$ cat src/rtl/adc_delta_tracker_mc.sv
// Round-robin multi-channel delta-ADC tracker. Each channel has an adaptive step
// and saturating value arithmetic. One channel is served per sampling strobe.
module adc_delta_tracker_mc #(
  parameter int W         = 16,
  parameter int N         = 4,
  parameter int RUN_LEN   = 3,
  parameter int MAX_SHIFT = 4,
  localparam int CW       = (N > 1) ? $clog2(N) : 1
) (
  input  logic           clk,
  input  logic           reset,
  input  logic [N-1:0]   comparator_i,
  input  logic           sampling_strb,
  input  logic           adaptive_en,
  output logic [N*W-1:0] value_o,
  output logic           out_valid,
  output logic [CW-1:0]  out_chan,
  output logic [W-1:0]   out_value,
  output logic           out_sat
);

  localparam int SW = (MAX_SHIFT > 0) ? $clog2(MAX_SHIFT + 1) : 1;
  localparam int RW = (RUN_LEN > 1) ? $clog2(RUN_LEN) : 1;
  localparam logic [W:0]   MAXV = {1'b0, {W{1'b1}}};
  localparam logic [W-1:0] MID  = {1'b1, {(W-1){1'b0}}};

  logic [N-1:0]  comp_meta, comp_sync;
  logic [W-1:0]  value_r [N];
  logic [SW-1:0] shift_r [N];
  logic [RW-1:0] run_r   [N];
  logic [N-1:0]  last_dir;
  logic [CW-1:0] ptr;

  logic          d;
  logic [W:0]    cur, step, sum;
  logic [W-1:0]  nxt_value;
  logic          nxt_sat;
  logic [SW-1:0] nxt_shift;
  logic [RW-1:0] nxt_run;
  logic          nxt_dir;
  logic [CW-1:0] nxt_ptr;

  always_comb begin
    d         = comp_sync[ptr];
    cur       = {1'b0, value_r[ptr]};
    step      = (adaptive_en && (d == last_dir[ptr])) ? ((W+1)'(1) << shift_r[ptr]) : (W+1)'(1);
    sum       = '0;
    nxt_value = value_r[ptr];
    nxt_sat   = 1'b0;
    if (d) begin
      sum = cur + step;
      if (sum > MAXV) begin
        nxt_value = MAXV[W-1:0];
        nxt_sat   = 1'b1;
      end else begin
        nxt_value = sum[W-1:0];
      end
    end else if (cur < step) begin
      nxt_value = '0;
      nxt_sat   = 1'b1;
    end else begin
      sum       = cur - step;
      nxt_value = sum[W-1:0];
    end

    // With adaptation off the direction history is frozen, only the run/shift clear.
    nxt_shift = shift_r[ptr];
    nxt_run   = run_r[ptr];
    nxt_dir   = last_dir[ptr];
    if (!adaptive_en) begin
      nxt_shift = '0;
      nxt_run   = '0;
    end else if (d != last_dir[ptr]) begin
      nxt_shift = '0;
      nxt_run   = '0;
      nxt_dir   = d;
    end else if (run_r[ptr] == RW'(RUN_LEN - 1)) begin
      nxt_run = '0;
      if (shift_r[ptr] != SW'(MAX_SHIFT)) nxt_shift = shift_r[ptr] + 1'b1;
    end else begin
      nxt_run = run_r[ptr] + 1'b1;
    end

    nxt_ptr = (ptr == CW'(N - 1)) ? '0 : ptr + 1'b1;
  end

  always_ff @(posedge clk) begin
    if (reset) begin
      comp_meta <= '0;
      comp_sync <= '0;
      last_dir  <= '0;
      ptr       <= '0;
      out_valid <= 1'b0;
      out_chan  <= '0;
      out_value <= '0;
      out_sat   <= 1'b0;
      for (int c = 0; c < N; c++) begin
        value_r[c] <= MID;
        shift_r[c] <= '0;
        run_r[c]   <= '0;
      end
    end else begin
      comp_meta <= comparator_i;
      comp_sync <= comp_meta;
      out_valid <= sampling_strb;
      if (sampling_strb) begin
        value_r[ptr]  <= nxt_value;
        shift_r[ptr]  <= nxt_shift;
        run_r[ptr]    <= nxt_run;
        last_dir[ptr] <= nxt_dir;
        ptr           <= nxt_ptr;
        out_chan      <= ptr;
        out_value     <= nxt_value;
        out_sat       <= nxt_sat;
      end
    end
  end

  for (genvar c = 0; c < N; c++) begin : g_val
    assign value_o[c*W +: W] = value_r[c];
  end

endmodule

$ cat config.mk
export PLATFORM = sky130hd
export DESIGN_NAME = adc_delta_tracker_mc
export DESIGN_NICKNAME = d
export VERILOG_FILES = /design/src/rtl/adc_delta_tracker_mc.sv
export SDC_FILE = /design/constraint.sdc
export NUM_CORES = 1
export LEC_CHECK = 0
export BUFFER_PORTS_ARGS = -buffer_cell sky130_fd_sc_hd__clkbuf_2
export CAP_MARGIN = 25
export CORE_MARGIN = 2
export CORE_UTILIZATION = 60
export DETAILED_ROUTE_END_ITERATION = 12
export GPL_ROUTABILITY_DRIVEN = 0
export PLACE_DENSITY_LB_ADDON = 0.08
export SKIP_CTS_REPAIR_TIMING = 1
export SLEW_MARGIN = 40
export SYNTH_ARGS = -nofsm -noshare
export SYNTH_HDL_FRONTEND = slang
export SYNTH_SLANG_ARGS = --single-unit
$ cat constraint.sdc
create_clock -name clk -period 9.8 [get_ports clk]
set_input_delay 0.98 -clock clk [delete_from_list [all_inputs] [get_ports clk]]
set_output_delay 0.98 -clock clk [all_outputs]
set_load 0.005 [all_outputs]
Yosys cells after proc, flatten, opt, wreduce, memory -nomap -nowiden:

Memories as Yosys holds them, arrays and structs flattened. A register that Yosys moved wholly into a read port is not among the register bits.
Index checks and enable logic that the tools add are counted.

* memories kept: 3
* input port bits: 8
* RAM bits: 84
* register bits: 34

* eq/ne operators: 5
* reduce and logical (&&, ||, !) cells: 5
* order comparisons: 4
* shift operators: 1
* mux-type cells: 44
* add/subtract/negate cells: 5

Memories
* value_r: depth 4, width 16, read ports 5, clocked after Yosys merged registers in 1, wr ports 4, RTL line 28 `logic [W-1:0] value_r [N];`
* shift_r: depth 4, width 3, read ports 1, clocked after Yosys merged registers in 1, wr ports 4, RTL line 29 `logic [SW-1:0] shift_r [N];`
* run_r: depth 4, width 2, read ports 1, clocked after Yosys merged registers in 1, wr ports 4, RTL line 30 `logic [RW-1:0] run_r [N];`

Operators by type and width (number)
* $mux 16: 4
* $mux 2: 14
* $add 16x17->17: 1
* $gt 17x16->1 const B: 1
* $lt 16x17->1: 1
* $mux 17: 1
* $shl 1x3->17 const A: 1
* $mux 1: 16
* $reduce_or 16->1: 1
* $sub 16x16->16: 1
* $mux 3: 5
* $add 2x1->2 const B: 2
* $bmux 1 s2: 2
* $bwmux 4: 1
* $eq 2x2->1 const B: 2
* $add 3x1->3 const B: 1
* $lt 2x3->1 const B: 1
* $ne 3x3->1 const B: 1
* $reduce_or 3->1: 1
* $demux 1 s2: 1
* $ge 2x1->1 const B: 1
* $logic_and 1x1->1: 2
* $reduce_or 2->1: 1
* $eq 1x1->1: 1
* $ne 1x1->1: 1

Logic depth before layout (Yosys ltp):

Gate-level depths: netlist of the first run.

* depth in word-level cells: 10
* gate-level depth with buffers: 17

Least setup slack after synthesis of the first run:

Ideal clock, no wire load.

* kind: reg2reg
* start: reg (tool-made name)
* end: mem value_r[0][9], data pin
* data required time: 9.526 ns
* slack: 5.652 ns
* arrival time: 3.874 ns
* library setup time: 0.274 ns
* buffers on the path: 4
* stages on the path, launching flop included: 16
* cell sequence: dfxtp_1 buf_6 buf_2 mux4_2 ha_1 ha_1 nand2_1 ha_1 clkbuf_1 a21oi_1 o21bai_1 o2111ai_1 clkbuf_1 a21boi_0 a211oi_1 nor3_1

RTL lines (RTL line)
* end: declaration: 28

==> out/results.ini, run 1 <==
[critical_path]
crit_slowest_cell=mux4_2
cp.required_ns=10.05
setup.worst_path.start=ptr[0]
path_cells=mux4_2 -> xnor2_1 -> and2_0 -> o21ai_0 -> ha_1 -> inv_1 -> fa_1 -> nor3_1 -> o31a_1 -> o311ai_1 -> nor2_1 -> buf_4 -> o211ai_1 -> nor2_1
cpPeakStageDelay_ns=0.89
cp.arrival_ns=5.37
crit_type=reg2reg
crit_path_end_kind=flip-flop
timing.rr.start=ptr[0]
cp_common_cell=nor2_1
critPathMaxFanout=27
critPathLaunchType=flip-flop

[layout]
fin_cells=803
drive_above_1_share_pct=26.4
antennaDiodeCount=0
design_area_sq_um=7560
multiInputGateArea_sq_um=2940
synthToLayoutAreaGrowth_pct=17.3
final_common_cell=clkbuf_2
final_cell_mix=90 x clkbuf_2, 84 x nor2_1, 84 x edfxtp_1
final_nets=690
regArea_sq_um=3240
fill_cells=742

[sta]
slew_viol_final=0
final-hold-violation-count=0
setup_violations=0
skew_ns=0.00693
rsz0062_at_grt=no
relSlewSlack_pct=47.7
finalSetupTns_ns=0
max_freq_mhz=195
worst_pin_slew_ns=0.784
holdWs_ns=0.440
period_share_pct=52.2
min_period_ns=5.12

[detailed_routing]
drt-pass1-iter-count=5
drt_wl_total_um=17200
post_drt_wl_per_cell_um=21.4
vias=5072
drc=0
viasPerCell=6.32
ant_nets=0
first_iter_violations=400

[global_route]
grt_max_degree=45
overflow=0
antenna_found_initial=0
grt.total_usage_pct=31.3
grt_pass1_vias=5012
grt_pass1_wl_um=27200

[cts]
htreeDepth=4
cts_tree=yes
clk_latency_ns=0.52
numCtsBuffers=17
cts_buffer_depth=2
clkTransAtPathRegs_ns=0.06
clock-sinks=120
root_buffer=clkbuf_8

[place]
dpl.hpwl_um=11700
io_buffers=91
dpl-instance-area_sq_um=6990
dp_cells=771

[die]
boundaryPins=92
num_rows=37
core_sq_um=10400
die_width_um=108
fp.dieArea_sq_um=11600
start_util_pct=62.2
fp.dieH_um=108

[synthesis]
avgSynthCellArea_sq_um=11.3
async_flop_share_pct=0
ys_seq_area_share_pct=50.3
synth_cell_types=70
synth.cell_area_sq_um=6450
syn-num-nets=607
synth_edf_count=84
synthCells=571
yosysTopAreaCell=edfxtp_1
synth.top_cell.area_share_pct=39.1
synthTopCellsByArea=edfxtp_1 39%, dfxtp_1 11%, mux4_2 8.0%, ha_1 5.0%, nor2_1 4.9%
yosysWarnings=0
synthFlopType=edfxtp_1
ys_seq_elements=120

[pwr]
powerDensity_nw_per_um2=207
ir_worst_vdd_mv=0.120
power.total_uw=1570
power_leakage_uw=0.00309

[run]
cap_violations=0

[min_path]
hold_path.startpoint=comp_meta[3]
hp-class=reg2reg

[status]
status=finished, final reports clean

## worst paths after layout
kind / slack [ns] / end / cells past startpoint
worst max-delay path: 4.68 / value_r[1][0] / 14
worst min-delay path: 0.44 / comp_sync[3] / 1
worst max register to register: 4.68 / value_r[1][0] / 14
worst min register to register: 0.44 / comp_sync[3] / 1
## final cells by class
cell class	count	area share (%)
clock buffers	19	6.14
clock inverters	13	1.34
inverters	36	1.79
multi-input cells	380	38.8
flip-flops and latches	120	42.9
well taps	136	2.25
repair buffers	99	6.81
## metal layers
metal / GRT usage (%) / share of wire, % / vias to the layer above
met1: 43.2 / 42 / 2510
met3: 6.84 / 7.9 / 32
met2: 49.6 / 48 / 242
li1: - / - / 2288
met4: 9.89 / 1.7 / 0
met5: 0 / 0 / -
## worst max-delay path: cells and delay by family (launching register included)
kind / cells / cell delay (ns)
AOI/OAI and AO/OA: 4 / 1.43
muxes: 1 / 0.89
and+or+nand+nor: 4 / 0.77
DFF: 1 / 0.56
adders and majority gates: 2 / 0.46
xor gates and xnor gates: 1 / 0.38
buffers and inverters: 2 / 0.32
## cells by family after synthesis
logic type      Yosys count  share of synthesized area (%)
compound gates          115                           13.8
xor+xnor                 10                           1.36
fa+ha+maj                28                           5.66
buf+inv                  71                           4.42
flops                   120                           50.3
mux                      32                           9.47
simple gates            195                           15.0
## sequential cells by signal, indices dropped and copies added, names as in the netlist, named ones only
| name | count |
|---|---|
| value_r | 64 |
| out_value | 16 |
| shift_r | 12 |
| run_r | 8 |
| comp_meta | 4 |
| comp_sync | 4 |
| last_dir | 4 |
| out_chan | 2 |
| ptr | 2 |
| out_sat | 1 |
| out_valid | 1 |
## synth_stat cells (all sizes together) (8+ instances only)
cell and n:
o21ai 14, a311oi 8, nor2b 12, nand2b 12, mux4 23, dfxtp 36, clkbuf 26, inv 36
a21oi 24, nand2 20, buf 9, a31oi 12, edfxtp 84, nand3 10, ha 26, nor3 22
a211oi 12, nor2 84, and2 8
## through the flow
| step | util (%) | setup slack [ns] |
|---|---|---|
| after global routing | 72.9 | 4.42 |
| after global placement | 67.4 | 4.99 |
| after floorplan | - | 5.65 |
| after CTS | 72.9 | 4.76 |
| final | 72.9 | 4.68 |
| after detailed placement | 67.4 | 4.83 |
## where the power goes
part	internal (uW)	total (uW)	switching, uW
combinational	140	367	227
clock	346	591	244
sequential	587	610	22.9
Power figures use the tool's default switching activity.
==> inputs of run 2 (changes only) <==
--- a/config.mk
+++ b/config.mk
@@ -8,7 +8,7 @@
 export BUFFER_PORTS_ARGS = -buffer_cell sky130_fd_sc_hd__clkbuf_2
 export CAP_MARGIN = 25
 export CORE_MARGIN = 2
-export CORE_UTILIZATION = 60
+export CORE_UTILIZATION = 52
 export DETAILED_ROUTE_END_ITERATION = 12
 export GPL_ROUTABILITY_DRIVEN = 0
 export PLACE_DENSITY_LB_ADDON = 0.08
==> constraint.sdc (replaced) <==
create_clock -name clk -period 4.6 [get_ports clk]
set_input_delay 0.46 -clock clk [delete_from_list [all_inputs] [get_ports clk]]
set_output_delay 0.46 -clock clk [all_outputs]
set_load 0.005 [all_outputs]
==> run 2 against run 1 <==
Fmax rose by 20%. Core utilization is 8.8 points lower. Sequential share of layout area is 0.91 points lower. Die area up 15%. Critical path depth down 2. Combinational power up 120%. Largest power group unchanged. Highest routed layer unchanged.
==> out/results.ini, run 2 (synthesized netlist as in run 1, its figures left out) <==
[status]
status=finished, final reports clean

[place]
io_buffers=91  ; unchanged
dp_cells=815  ; +5.7%
dpl.hpwl_um=12400  ; +5.9%

[critical_path]
cp.arrival_ns=4.43  ; -0.94 ns
crit_path_end_kind=flip-flop
crit_type=reg2reg
critPathLaunchType=flip-flop
crit_slowest_cell=mux4_2
cpPeakStageDelay_ns=0.55  ; -0.34 ns
crit_family=compound AO/OA/AOI/OAI gates
cp.required_ns=4.75  ; -5.30 ns
critPathBufInv=1  ; -1
critPathMaxFanout=11  ; -59%
path_cells=mux4_2 -> xnor2_1 -> and2_0 -> nand2_1 -> ha_1 -> a21oi_1 -> o21bai_1 -> o2111ai_1 -> buf_4 -> a41oi_4 -> a221oi_2 -> nor2_1

[detailed_routing]
drc=0  ; unchanged
first_iter_violations=407  ; +1.8%
viasPerCell=6.01  ; -4.8%
vias=5091  ; +0.37%
drt_wl_total_um=17800  ; +3.7%
drt-pass1-iter-count=5  ; unchanged
post_drt_wl_per_cell_um=21.0  ; -1.7%
ant_nets=0  ; unchanged

[pwr]
p_sw_uw=1030  ; +110%
comb_power_share_pct=23.9  ; +0.5 points
powerDensity_nw_per_um2=442  ; +110%
power_leakage_uw=0.00316  ; +2.5%
sw_frac_of_total_pct=30.1  ; -1.4 points
ir_worst_vdd_mv=0.252  ; +110%
p_clk_share_pct=38.0  ; +0.3 points
power.internal_uw=2390  ; +120%
seqPwrFrac_pct=38.1  ; -0.8 points

[cts]
clock-sinks=120  ; unchanged
clkTransAtPathRegs_ns=0.05  ; about the same
clk_latency_ns=0.42  ; -0.10 ns
numCtsBuffers=17  ; unchanged
root_buffer=clkbuf_16
cts_buffer_depth=2  ; unchanged
cts_tree=yes
htreeDepth=4  ; unchanged

[sta]
final-hold-violation-count=0  ; unchanged
skew_ns=0.00966  ; +0.00273 ns
max_freq_mhz=234  ; +20%
slew_viol_final=0  ; unchanged
rsz0062_at_grt=no
min_period_ns=4.27  ; -0.846 ns
worst_pin_slew_ns=0.752  ; -0.0322 ns
finalSetupTns_ns=0  ; unchanged
setup_violations=0  ; unchanged
relSlewSlack_pct=49.9  ; +2.1 points
period_share_pct=92.9  ; +41 points

[layout]
final_nets=702  ; +1.7%
fin_cells=847  ; +5.5%
largest_register=value_r
largest_register_ffs=64  ; unchanged
synthToLayoutAreaGrowth_pct=19.9
regArea_sq_um=3240  ; about the same
drive_above_1_share_pct=27.4  ; +1.0 points
final_cell_mix=91 x clkbuf_2, 84 x edfxtp_1, 83 x nor2_1
antennaDiodeCount=0  ; unchanged
fill_cells=938  ; +26%
top_regs=value_r: 64 flops, out_value: 16 flops, shift_r: 12 flops
final_common_cell=clkbuf_2
multiInputGateArea_sq_um=2950  ; +0.47%

[die]
start_util_pct=53.5  ; -8.7 points
fp.dieArea_sq_um=13300  ; +15%
num_rows=40  ; +8.1%
boundaryPins=92  ; unchanged
fp.dieH_um=115  ; +7.1%
core_sq_um=12100  ; +16%
die_width_um=115  ; +7.1%

[global_route]
grt.total_usage_pct=27.7  ; -3.6 points
antenna_found_initial=0  ; unchanged
grt_pass1_vias=4913  ; -2.0%
grt_pass1_wl_um=27100  ; -0.48%
overflow=0  ; unchanged
grt_max_degree=44  ; -2.2%

[min_path]
hp-class=in2reg

[run]
cap_violations=0  ; unchanged

run 2: cell types whose count changed in the layout (fill, tap and decap cells not counted), moves of 2 or more:
cell / change
a221oi_2: -2
a221oi_4: +2
buf_4: +12
clkbuf_16: +2
clkinv_2: +3
inv_6: -3
run 2: per-layer routing:
| metal | wire length [um] | up-vias | GRT usage [%] | part of all wire, % |
|---|---|---|---|---|
| li1 | - | 2319 | - | - |
| met3 | 1120 | 38 | 6.33 | 6.3 |
| met4 | 484 | 0 | 11.2 | 2.7 |
| met1 | 7540 | 2536 | 37.1 | 42 |
| met2 | 8660 | 198 | 43.8 | 49 |
| met5 | 0 | - | 0 | 0 |
run 2: final timing paths:
kind                        end  cells after the start  slack [ns]            start
setup / recovery  value_r[0][4]                     12        0.33           ptr[0]
setup reg to reg  value_r[0][4]                     12        0.33           ptr[0]
hold / removal     comp_meta[2]                      2        0.24  comparator_i[2]
hold reg to reg    comp_sync[2]                      1        0.43     comp_meta[2]
run 2: layout make-up:
type                       count  share of cell area (%)
sequential                   120                    42.0
multi-input combinational    380                    38.1
timing repair buffer         111                    7.83
clock buffer                  23                    6.88
tap                          168                    2.72
inverter                      36                    1.75
clock inverter                 9                   0.728
run 2: power groups by stage:
stage	Combinational, uW	Clock (uW)	Sequential (uW)
5_1_grt	886	1350	1310
3_3_place_gp	777	0	1320
3_5_place_dp	791	0	1320
6_report	815	1300	1300
2_1_floorplan	542	0	1310
4_1_cts	796	1310	1300
run 2: metrics by stage:
step                total power [uW]  hold WS, ns  setup slack [ns]  utilization, %  area (sq um)
floorplan                       1860        0.414             0.452               -          6450
global placement                2100        0.421             0.308            59.0          7120
detailed placement              2110        0.435             0.173            59.0          7120
CTS                             3410        0.238             0.161            63.9          7700
global route                    3550        0.255            0.0366            64.1          7730
finish                          3410        0.244             0.326            64.1          7730
==> inputs of run 3 (changes only) <==
--- a/config.mk
+++ b/config.mk
@@ -5,10 +5,11 @@
 export SDC_FILE = /design/constraint.sdc
 export NUM_CORES = 1
 export LEC_CHECK = 0
+export ABC_AREA = 1
 export BUFFER_PORTS_ARGS = -buffer_cell sky130_fd_sc_hd__clkbuf_2
 export CAP_MARGIN = 25
 export CORE_MARGIN = 2
-export CORE_UTILIZATION = 52
+export CORE_UTILIZATION = 53
 export DETAILED_ROUTE_END_ITERATION = 12
 export GPL_ROUTABILITY_DRIVEN = 0
 export PLACE_DENSITY_LB_ADDON = 0.08
==> run 3 against run 2 <==
Via count rose by 16%. Wire length grew 3.5%. Sequential power hardly changed. Global-route usage is 0.70 points higher. Critical path depth up 10. Worst setup slack improved by 0.0019 ns. Combinational power decreased by 2.7%. Register-to-register slack is essentially flat. Power down 1.4%. Final area increased by 2.0%. Cell count rose by 32%. Core utilization is 1.1 points lower. Largest cell class unchanged.
==> out/results.ini, run 3 <==
[status]
status=finished, final reports clean

[pwr]
sw_frac_of_total_pct=31.2  ; +1.0 points
p_sw_uw=1050  ; +2.0%
p_clk_share_pct=37.9  ; about the same
seqPwrFrac_pct=38.5  ; +0.4 points
power_leakage_uw=0.00385  ; +22%
ir_worst_vdd_mv=0.218  ; -13%
powerDensity_nw_per_um2=427  ; -3.4%
power.internal_uw=2320  ; -2.9%
comb_power_share_pct=23.5  ; -0.4 points

[cts]
cts_buffer_depth=2  ; unchanged
root_buffer=clkbuf_16
cts_tree=yes
htreeDepth=4  ; unchanged
clk_latency_ns=0.43  ; about the same
clkTransAtPathRegs_ns=0.06  ; about the same
clock-sinks=120  ; unchanged
numCtsBuffers=17  ; unchanged

[layout]
fin_util_pct=63.0  ; -1.1 points
largest_register=value_r
final_cell_mix=246 x nand2_1, 114 x nor2_1, 94 x inv_1
final_common_cell=nand2_1
largest_register_ffs=64  ; unchanged
drive_above_1_share_pct=19.9  ; -7.5 points
final_nets=967  ; +38%
synthToLayoutAreaGrowth_pct=17.4
top_regs=value_r: 64 flops, out_value: 16 flops, shift_r: 12 flops
fill_cells=1118  ; +19%
antennaDiodeCount=0  ; unchanged

[sta]
layout_setup_ws_ns=0.328  ; +0.00186 ns
setup_violations=0  ; unchanged
rsz0062_at_grt=no
max_freq_mhz=234  ; about the same
worst_pin_slew_ns=0.682  ; -0.0698 ns
holdWs_ns=0.222  ; -0.0223 ns
slew_viol_final=0  ; unchanged
finalSetupTns_ns=0  ; unchanged
final-hold-violation-count=0  ; unchanged
skew_ns=0.0135  ; +0.00382 ns
relSlewSlack_pct=54.4  ; +4.6 points
period_share_pct=92.9  ; about the same
min_period_ns=4.27  ; -0.00186 ns

[critical_path]
path_cells=inv_1 -> nand3_1 -> nand2_2 -> inv_4 -> nand2_1 -> nand3_1 -> inv_2 -> o21ai_0 -> ha_1 -> inv_1 -> fa_1 -> inv_1 -> nand2_1 -> a21oi_1 -> nand2_1 -> nand3_2 -> nand3_4 -> nor2_4 -> inv_1 -> o21ai_2 -> inv_1 -> nor2_1
crit_slowest_cell=dfxtp_1
crit_type=reg2reg
cpPeakStageDelay_ns=0.47  ; -0.08 ns
critPathLaunchType=flip-flop
critPathMaxFanout=18  ; +7
cp.required_ns=4.89  ; +0.14 ns
crit_path_end_kind=flip-flop
cp.arrival_ns=4.56  ; +0.13 ns
critPathBufInv=7  ; +6
cp_common_cell=inv_1
crit_family=simple AND/OR/NAND/NOR gates

[synthesis]
ys_seq_elements=120  ; unchanged
yosysTopAreaCell=edfxtp_1
synth.top_cell.area_share_pct=37.5  ; -1.6 points
yosysWarnings=0  ; unchanged
synth.cell_area_sq_um=6720  ; +4.2%
async_flop_share_pct=0  ; unchanged
synthTopCellsByArea=edfxtp_1 38%, nand2_1 14%, dfxtp_1 11%, nor2_1 6.5%, inv_1 5.4%
synth.most_common_cell=nand2_1
synthFlopType=edfxtp_1
syn-num-nets=878  ; +45%
synth_cell_types=34  ; -51%
yosys-top-cells-count=246 x nand2_1, 117 x nor2_1, 96 x inv_1
avgSynthCellArea_sq_um=7.98  ; -29%
synthCells=842  ; +47%
synth_edf_count=84  ; unchanged
ys_seq_area_share_pct=48.3  ; -2.0 points

[die]
core_sq_um=12500  ; +3.8%
fp.dieH_um=117  ; +1.1%
start_util_pct=53.7  ; +0.21 points
boundaryPins=92  ; unchanged
fp.dieArea_sq_um=13600  ; +2.2%
die_width_um=117  ; +1.1%
num_rows=41  ; +2.5%

[global_route]
overflow=0  ; unchanged
grt_pass1_vias=5464  ; +11%
grt_busiest_layer=met2
grt_max_degree=29  ; -34%
grt.total_usage_pct=28.4  ; +0.70 points
grt_pass1_wl_um=28300  ; +4.6%
globalRouteMet2Util_pct=46.1  ; +2.3 points
grtUsageMet3_pct=5.81  ; -0.51 points
antenna_found_initial=1  ; +1
grt_use_met1_pct=37.2  ; +0.14 points

[detailed_routing]
drt_wl_total_um=18400  ; +3.5%
ant_nets=0  ; unchanged
post_drt_wl_per_cell_um=16.5  ; -21%
viasPerCell=5.28  ; -12%
drc=0  ; unchanged
drt-pass1-iter-count=5  ; unchanged
vias=5889  ; +16%
first_iter_violations=700  ; +72%

[place]
place_ws_ns=0.148  ; -0.0249 ns
io_buffers=91  ; unchanged
dpl.hpwl_um=12600  ; +1.2%

[min_path]
hp-class=in2reg

[run]
cap_violations=0  ; unchanged

==> run 3: power groups by stage <==
stage	combinational [uW]	sequential, uW	clock (uW)
3_3_place_gp	767	1310	0
6_report	793	1300	1280
2_1_floorplan	540	1310	0
4_1_cts	783	1300	1280
3_5_place_dp	774	1320	0
5_1_grt	883	1300	1340
==> run 3: per-layer routing <==
| metal | vias up | wire length [um] | share of wire [%] |
|---|---|---|---|
| met5 | - | 0 | 0 |
| met4 | 0 | 443 | 2.4 |
| met3 | 32 | 1330 | 7.2 |
| met2 | 227 | 8810 | 48 |
| met1 | 2768 | 7830 | 43 |
| li1 | 2862 | - | - |
==> run 3: area by class of cell <==
cell class	instances	area, sq um	share of cell area (%)
timing repair buffer	103	546	6.92
inverter	104	398	5.04
tap	172	215	2.73
multi-input combinational	585	2910	36.9
sequential	120	3240	41.1
clock inverter	5	27.5	0.349
clock buffer	27	547	6.93
==> run 3: cells by family after synthesis <==
group | after synthesis | share of synthesized area (%)
AOI/OAI and AO/OA | 76 | 6.18
xor gates and xnor gates | 11 | 1.43
adders and majority gates | 28 | 5.44
buffers and inverters | 137 | 8.75
DFF | 120 | 48.3
and+or+nand+nor | 470 | 29.9
==> run 3: worst min-delay path, cell delays in order <==
cell and delay (ns):
clkbuf_2 0.08, inv_1 0.04, nor2_1 0.03
==> run 3: worst paths after layout <==
path	startpoint	endpoint	slack, ns	depth (start not counted)
worst max register to register	ptr[1]	value_r[1][0]	0.33	22
worst min-delay path	comparator_i[3]	comp_meta[3]	0.22	3
worst max-delay path	ptr[1]	value_r[1][0]	0.33	22
worst min register to register	comp_meta[0]	comp_sync[0]	0.40	2
==> run 3: stage by stage <==
| stage | std cells | instance area (sq um) | total power (uW) |
|---|---|---|---|
| 4_1_cts | 1116 | 7870 | 3360 |
| 3_3_place_gp | 1084 | 7290 | 2080 |
| 5_1_grt | 1116 | 7890 | 3520 |
| 2_1_floorplan | 842 | 6720 | 1850 |
| 6_report | 1116 | 7890 | 3370 |
| 3_5_place_dp | 1084 | 7300 | 2090 |
